--- config.mk ---
export PLATFORM = sky130hd
export DESIGN_NAME = mem_stage_ctrl_flat
export DESIGN_NICKNAME = d
export VERILOG_FILES = /design/src/rtl/mem_stage_ctrl_if.sv /design/src/rtl/mem_stage_ctrl.sv /design/src/flat_wrapper.sv
export SDC_FILE = /design/constraint.sdc
export NUM_CORES = 1
export LEC_CHECK = 0
export ABC_AREA = 1
export ABC_CLOCK_PERIOD_IN_PS = 4300
export CAP_MARGIN = 20
export CORE_AREA = 3 3 173 175
export CTS_BUF_LIST = sky130_fd_sc_hd__clkbuf_4 sky130_fd_sc_hd__clkbuf_8 sky130_fd_sc_hd__clkbuf_16
export DETAILED_ROUTE_END_ITERATION = 8
export DIE_AREA = 0 0 176 178
export SLEW_MARGIN = 10
export SYNTH_ARGS = -nofsm -noshare
export SYNTH_HDL_FRONTEND = slang
export SYNTH_SLANG_ARGS = --single-unit
--- constraint.sdc ---
create_clock -name CLK -period 4.3 [get_ports CLK]
set_input_delay 0.86 -clock CLK [delete_from_list [all_inputs] [get_ports CLK]]
set_output_delay 0.86 -clock CLK [all_outputs]
set_load 0.005 [all_outputs]
--- src/rtl/mem_stage_ctrl_if.sv ---
// Data-cache side of the memory stage: request/response handshake plus coherence snoop.
// The master is the memory-stage controller and the slave is the dcache.
interface mem_stage_ctrl_if;
  logic        dmemREN;
  logic        dmemWEN;
  logic [31:0] dmemaddr;
  logic [31:0] dmemstore;
  logic        dhit;
  logic [31:0] dload;
  logic        ccinv;
  logic [31:0] ccsnoopaddr;

  modport master (
    output dmemREN, dmemWEN, dmemaddr, dmemstore,
    input  dhit, dload, ccinv, ccsnoopaddr
  );

  modport slave (
    input  dmemREN, dmemWEN, dmemaddr, dmemstore,
    output dhit, dload, ccinv, ccsnoopaddr
  );
endinterface

--- src/rtl/mem_stage_ctrl.sv ---
// Memory-stage controller: issues dcache requests, stalls the upstream pipe on a miss,
// tracks the LL/SC link register and registers the MEM/WB fields.
module mem_stage_ctrl (
  input  logic                    CLK,
  input  logic                    nRST,
  input  logic                    ex_valid,
  input  logic                    ex_dREN,
  input  logic                    ex_dWEN,
  input  logic                    ex_ll,
  input  logic                    ex_sc,
  input  logic [31:0]             ex_addr,
  input  logic [31:0]             ex_store,
  input  logic [2:0]              ex_final_mux,
  input  logic [31:0]             ex_out_port,
  input  logic [31:0]             ex_next_memaddr,
  input  logic [31:0]             ex_u_type,
  input  logic                    ex_halt,
  input  logic [4:0]              ex_rd,
  input  logic                    ex_regwen,
  mem_stage_ctrl_if.master        dc,
  output logic                    mem_stall,
  output logic                    wb_valid,
  output logic                    wb_regwen,
  output logic                    wb_temp_halt,
  output logic [2:0]              wb_final_mux,
  output logic [31:0]             wb_dmemload,
  output logic [31:0]             wb_out_port,
  output logic [31:0]             wb_next_memaddr,
  output logic [31:0]             wb_u_type,
  output logic [4:0]              wb_rd
);

  typedef enum logic [1:0] {StIdle, StWait, StHalted} state_e;

  state_e      state_q;
  logic        link_valid_q;
  logic [29:0] link_addr_q;

  logic mem_op, is_store, is_load, is_sc;
  logic link_match, sc_fail, halt_now, req, complete;
  logic ll_inv, link_inv;
  logic unused_addr_bits;

  assign unused_addr_bits = ^{ex_addr[1:0], dc.ccsnoopaddr[1:0]};

  assign mem_op     = ex_valid & (ex_dREN | ex_dWEN);
  assign is_store   = ex_dWEN;
  assign is_load    = ex_dREN & ~ex_dWEN;
  assign is_sc      = ex_valid & ex_sc & ex_dWEN;
  assign link_match = link_valid_q & (link_addr_q == ex_addr[31:2]);
  // Re-evaluated every cycle, so an SC waiting in StWait fails once a snoop kills the link.
  assign sc_fail    = is_sc & ~link_match;
  assign halt_now   = (state_q == StIdle) & ex_valid & ex_halt;

  // Halt takes priority over any memory request; nRST gates requests asynchronously.
  assign req = nRST & (state_q != StHalted) & mem_op & ~sc_fail & ~halt_now;

  assign dc.dmemREN   = req & is_load;
  assign dc.dmemWEN   = req & is_store;
  assign dc.dmemaddr  = {ex_addr[31:2], 2'b00};
  assign dc.dmemstore = ex_store;

  assign mem_stall = req & ~dc.dhit;
  assign complete  = (state_q != StHalted) & ~mem_stall;

  assign ll_inv   = dc.ccinv & (dc.ccsnoopaddr[31:2] == ex_addr[31:2]);
  assign link_inv = dc.ccinv & (dc.ccsnoopaddr[31:2] == link_addr_q);

  always_ff @(posedge CLK or negedge nRST) begin
    if (!nRST) begin
      state_q         <= StIdle;
      link_valid_q    <= 1'b0;
      link_addr_q     <= '0;
      wb_valid        <= 1'b0;
      wb_regwen       <= 1'b0;
      wb_temp_halt    <= 1'b0;
      wb_final_mux    <= '0;
      wb_dmemload     <= '0;
      wb_out_port     <= '0;
      wb_next_memaddr <= '0;
      wb_u_type       <= '0;
      wb_rd           <= '0;
    end else begin
      case (state_q)
        StIdle: begin
          if (halt_now) begin
            state_q <= StHalted;
          end else if (mem_stall) begin
            state_q <= StWait;
          end
        end
        StWait: begin
          if (!mem_stall) begin
            state_q <= StIdle;
          end
        end
        default: state_q <= StHalted;
      endcase

      // A snoop hitting the address being linked wins over the LL itself.
      if (dc.dmemREN & ex_ll & dc.dhit) begin
        link_addr_q  <= ex_addr[31:2];
        link_valid_q <= ~ll_inv;
      end else if ((dc.dmemWEN & ex_sc & dc.dhit) | link_inv) begin
        link_valid_q <= 1'b0;
      end

      if (complete) begin
        wb_valid        <= ex_valid;
        wb_regwen       <= ex_regwen;
        wb_temp_halt    <= halt_now;
        wb_final_mux    <= ex_final_mux;
        wb_dmemload     <= dc.dmemREN ? dc.dload : 32'h0;
        wb_out_port     <= is_sc ? {31'h0, req & dc.dhit} : ex_out_port;
        wb_next_memaddr <= ex_next_memaddr;
        wb_u_type       <= ex_u_type;
        wb_rd           <= ex_rd;
      end else begin
        wb_valid     <= 1'b0;
        wb_regwen    <= 1'b0;
        wb_temp_halt <= 1'b0;
      end
    end
  end

endmodule

--- src/flat_wrapper.sv ---
// flat-port wrapper written by rule: the top's interface ports become plain ports
module mem_stage_ctrl_flat 
  (CLK, nRST, ex_valid, ex_dREN, ex_dWEN, ex_ll, ex_sc, ex_addr, ex_store, ex_final_mux, ex_out_port, ex_next_memaddr, ex_u_type, ex_halt, ex_rd, ex_regwen, mem_stall, wb_valid, wb_regwen, wb_temp_halt, wb_final_mux, wb_dmemload, wb_out_port, wb_next_memaddr, wb_u_type, wb_rd, dc_dmemREN, dc_dmemWEN, dc_dmemaddr, dc_dmemstore, dc_dhit, dc_dload, dc_ccinv, dc_ccsnoopaddr);
  mem_stage_ctrl_if dc_i ();
  input  logic CLK;
  input  logic nRST;
  input  logic ex_valid;
  input  logic ex_dREN;
  input  logic ex_dWEN;
  input  logic ex_ll;
  input  logic ex_sc;
  input  logic [31:0] ex_addr;
  input  logic [31:0] ex_store;
  input  logic [2:0] ex_final_mux;
  input  logic [31:0] ex_out_port;
  input  logic [31:0] ex_next_memaddr;
  input  logic [31:0] ex_u_type;
  input  logic ex_halt;
  input  logic [4:0] ex_rd;
  input  logic ex_regwen;
  output logic mem_stall;
  output logic wb_valid;
  output logic wb_regwen;
  output logic wb_temp_halt;
  output logic [2:0] wb_final_mux;
  output logic [31:0] wb_dmemload;
  output logic [31:0] wb_out_port;
  output logic [31:0] wb_next_memaddr;
  output logic [31:0] wb_u_type;
  output logic [4:0] wb_rd;
  output wire logic [$bits(dc_i.dmemREN)-1:0] dc_dmemREN;
  output wire logic [$bits(dc_i.dmemWEN)-1:0] dc_dmemWEN;
  output wire logic [$bits(dc_i.dmemaddr)-1:0] dc_dmemaddr;
  output wire logic [$bits(dc_i.dmemstore)-1:0] dc_dmemstore;
  input wire logic [$bits(dc_i.dhit)-1:0] dc_dhit;
  input wire logic [$bits(dc_i.dload)-1:0] dc_dload;
  input wire logic [$bits(dc_i.ccinv)-1:0] dc_ccinv;
  input wire logic [$bits(dc_i.ccsnoopaddr)-1:0] dc_ccsnoopaddr;
  assign dc_dmemREN = dc_i.dmemREN;
  assign dc_dmemWEN = dc_i.dmemWEN;
  assign dc_dmemaddr = dc_i.dmemaddr;
  assign dc_dmemstore = dc_i.dmemstore;
  assign dc_i.dhit = dc_dhit;
  assign dc_i.dload = dc_dload;
  assign dc_i.ccinv = dc_ccinv;
  assign dc_i.ccsnoopaddr = dc_ccsnoopaddr;
  mem_stage_ctrl u_core (.CLK(CLK), .nRST(nRST), .ex_valid(ex_valid), .ex_dREN(ex_dREN), .ex_dWEN(ex_dWEN), .ex_ll(ex_ll), .ex_sc(ex_sc), .ex_addr(ex_addr), .ex_store(ex_store), .ex_final_mux(ex_final_mux), .ex_out_port(ex_out_port), .ex_next_memaddr(ex_next_memaddr), .ex_u_type(ex_u_type), .ex_halt(ex_halt), .ex_rd(ex_rd), .ex_regwen(ex_regwen), .dc(dc_i), .mem_stall(mem_stall), .wb_valid(wb_valid), .wb_regwen(wb_regwen), .wb_temp_halt(wb_temp_halt), .wb_final_mux(wb_final_mux), .wb_dmemload(wb_dmemload), .wb_out_port(wb_out_port), .wb_next_memaddr(wb_next_memaddr), .wb_u_type(wb_u_type), .wb_rd(wb_rd));
endmodule
==> metrics.md, run 1 <==
| Metric | Value |
|---|---|
| CTS Sinks | 172 |
| Max Fanout on Critical Path | 4 |
| Via count | 8442 |
| Power per cell area | 271 mW/mm^2 |
| First-pass GRT wire length | 46500 um |
| Post-synthesis mux area share | 0 |
| Root Buffer | clkbuf_16 |
| Final hold vios | 0 |
| Leakage | 0.00623 uW |
| Inst Count DP | 1855 |
| RSZ-0062 raised after global routing | no |
| Worst min path class | flip-flop to flip-flop |
| Starting Density | 0.313 |
| TritonCTS Buffers | 17 |
| Fillers | 2852 |
| Cell area after synthesis | 0.00895 mm^2 |
| Worst setup SP type | input pin |
| Hold WS | 479 ps |
| Initial DRC Count | 606 |
| Slowest stage delay, CP | 630 ps |
| Simple-gate share of the synthesized area | 0.285 |
| Input/output buffers | 378 |
| Vias in the first global route | 8292 |
| Critical Path End Type | output port |
| Max-cap violations | 0 |
| Part of the power in combinational logic | 0.114 |
| Slew HR | 0.366 |
| Delay-heaviest family, CP | buffers and inverters |
| Placer Congestion | 0.873 |
| Initial antenna violation count | 3 |
| Clock latency at the later pin of the worst-skew pair | 430 ps |
| Drt first pass iters | 5 |
| CP Cell Sequence | clkdlybuf4s50_1, inv_1, nand2_1, nand2_1, nor2_1, nand2_1, inv_1, nand2_1, nor2_1, nand2_2, a21boi_0, inv_1, nor3_1, clkdlybuf4s50_1 |
| Part of the power in the clock network | 0.433 |
| Die area | 0.0313 mm^2 |
| Largest net degree at the start of global routing | 201 |
| Detailed-placement wirelength estimate | 22900 um |
| Period utilization | 0.953 |
| CTS tree | yes |
| WL final | 30700 um |
| CTS Buffer Depth | 2 |
| Final setup fails | 0 |
| Multi-input logic area | 0.00344 mm^2 |
| Post-route setup TNS | 0 ps |
| Worst-margin pin slew | 952 ps |
| Wire length per cell | 16.2 um |
| Area growth syn-to-layout | 47.0% |
| Yosys Warn Count | 0 |
| Via/cell ratio | 4.47 |
| Layout Utilization | 0.460 |
| Final Max Slew Viols | 0 |
| Core footprint | 0.0286 mm^2 |
| Cell mode on critical path | nand2_1 |
| Count of buffer and inverter cells on the critical path | 5 |
| Arrival @ worst endpoint | 3240 ps |
| I/O pin count | 449 |
| Share of power burned in registers | 0.453 |
| Post-route ant nets | 0 |
| Skew final | 15.7 ps |
| Site Rows | 62 |
| Net switching fraction of the power | 0.249 |
| H-tree depth | 4 |
| Worst path slowest cell | clkdlybuf4s50_1 |
| DIE WIDTH | 176 um |
| Status | completed |
| Total grt overflow | 0 |
| Post CTS Setup Buffer Count | 0 |
| Worst Path Required | 3440 ps |
| Register area | 0.00430 mm^2 |
| Final cell count without fillers | 1889 |
| XOR/XNOR Fraction of Synth Area | 0.0245 |
| Largest family of logic cells by synthesized area | simple AND/OR/NAND/NOR gates |
| Synth Instances | 1185 |
| Syn_area_per_cell | 7.55 um^2 |
| Min Tclk post-route | 4100 ps |
| Layout cells sized above 1 | 0.0459 |
| Post-synthesis compound-gate area fraction | 0.0720 |
| DRC | 0 |
| Adder-Cell Fraction of Synth Area | 0 |
| Die Y | 178 um |
| Crit Path Category | input pin to output port |
| Distinct cells, synth | 28 |
| Share of the yosys chip area belonging to registers | 0.481 |
| Register clock-pin slew on the reported worst setup and hold paths | 60 ps |
| Peak VDD IR | 248 uV |
| Final nets | 1733 |
| Total GRT Usage | 0.192 |
| Max Fclk | 0.244 GHz |
| Sw Pwr | 887 uW |
| Flops & latches, synth | 172 |
| Int Pwr | 2680 uW |
[path summary, 6_finish.rpt]
check | cells after the start | start | slack, ps | end
max | 14 | ex_addr[27] | 200 | dc_dmemREN
min | 2 | u_core.wb_rd[4] | 480 | u_core.wb_rd[4]
max reg2reg | 14 | u_core.link_addr_q[29] | 1670 | u_core.wb_regwen
min reg2reg | 2 | u_core.wb_rd[4] | 480 | u_core.wb_rd[4]
max in group asynchronous | 2 | nRST | 2990 | u_core.link_addr_q[14]
min in group asynchronous | 2 | nRST | 620 | u_core.state_q[1]
[tightest hold or removal path, cell delays in order, from the launching register on]
cell and delay (ps):
dfrtp_1 340, nand2_1 50, nand2_1 60
[cells in the final DEF (no fill, tap or decap), types with 3 or more instances in the layout]
master	synthesis	final
nand3_1	10	10
clkbuf_16	0	17
clkinv_1	5	5
inv_6	0	3
buf_4	69	17
clkdlybuf4s50_1	0	377
o21ai_0	100	100
o22ai_1	10	10
inv_1	92	92
nor2_1	66	64
xnor2_1	18	18
nand4_1	36	36
xor2_1	7	7
o21ai_1	11	11
dfrtp_1	172	172
nand2_1	526	525
inv_2	9	9
clkinv_4	0	3
[layout make-up]
class | instances | share of cell area
Clock buffer | 19 | 0.0335
Clock inverter | 13 | 0.0103
Timing Repair Buffer | 397 | 0.300
Antenna cell | 2 | 0.000380
Multi-Input combinational cell | 796 | 0.262
Sequential cell | 172 | 0.327
Tap cell | 384 | 0.0365
Inverter | 106 | 0.0302
[cells by family after synthesis]
family	Yosys count
DFF	172
xor gates and xnor gates	25
other	1
AOI/OAI and AO/OA	125
and+or+nand+nor	644
buffers and inverters	218
[timing repair]
| action | 4_1_cts | 5_1_grt |
|---|---|---|
| endpoints found under the setup margin | 0 | 2 |
| hold endpoints to repair | 0 | 0 |
| gates resized for setup | 0 | 1 |
| hold buffers | 0 | 0 |
[per-layer routing]
| metal | up-vias | GRT usage | routed length (um) |
|---|---|---|---|
| met5 | - | 0 | 0 |
| met1 | 3924 | 0.245 | 12700 |
| li1 | 4205 | - | - |
| met3 | 44 | 0.0579 | 2170 |
| met2 | 269 | 0.316 | 15100 |
| met4 | 0 | 0.0554 | 662 |
[state kept, by name, summed over array words and instances, names as in the netlist]
signal / cells
u_core.link_addr_q: 30
u_core.state_q: 2
u_core.wb_next_memaddr: 32
u_core.wb_regwen: 1
u_core.link_valid_q: 1
u_core.wb_out_port: 32
u_core.wb_valid: 1
u_core.wb_rd: 5
u_core.wb_u_type: 32
u_core.wb_final_mux: 3
u_core.wb_temp_halt: 1
u_core.wb_dmemload: 32
[power groups by stage]
stage          sequential, uW  combinational [uW]  clock (uW)
2_1_floorplan            1650                 141           0
3_3_place_gp             1650                 410           0
3_5_place_dp             1650                 411           0
4_1_cts                  1620                 413        1600
5_1_grt                  1620                 446        1660
6_report                 1620                 407        1540
[cells in the mapped netlist]
| cell type | count | area share |
|---|---|---|
| nand3_2 | 1 | 0.0011 |
| or2_2 | 1 | 0.00070 |
| nor2_1 | 66 | 0.028 |
| xnor2_1 | 18 | 0.018 |
| a21boi_0 | 1 | 0.00084 |
| buf_4 | 69 | 0.058 |
| o2111ai_1 | 1 | 0.00098 |
| nand4_1 | 36 | 0.025 |
| nand2_1 | 526 | 0.22 |
| inv_2 | 9 | 0.0038 |
| nand2_4 | 1 | 0.0013 |
| nand3_1 | 10 | 0.0056 |
| conb_1 | 1 | 0.00042 |
| nand2_2 | 1 | 0.00070 |
| inv_1 | 92 | 0.039 |
| xor2_1 | 7 | 0.0069 |
| buf_8 | 1 | 0.0017 |
| o21ai_0 | 100 | 0.056 |
| nor3_1 | 1 | 0.00056 |
| clkbuf_1 | 19 | 0.0080 |
| o22ai_1 | 10 | 0.0070 |
| clkinv_1 | 5 | 0.0021 |
| buf_2 | 5 | 0.0028 |
| nand4_2 | 1 | 0.0014 |
| buf_6 | 18 | 0.023 |
| dfrtp_1 | 172 | 0.48 |
| a21oi_1 | 2 | 0.0011 |
| o21ai_1 | 11 | 0.0062 |
[per-stage QoR]
step	power, uW	worst slack (ps)	area [um^2]
final	3570	202	13200
after global routing	3720	19.3	13200
after CTS	3630	101	13100
after detailed placement	2060	124	12600
after global placement	2060	131	12600
after floorplan	1790	1610	8950
(Power assumes the default switching activity.)
==> inputs of run 2 (changes only) <==
Settings changed: SLEW_MARGIN 10 to 20.
==> results of run 2 <==
No change in the layout: final DEF, timing and power equal those of run 1.
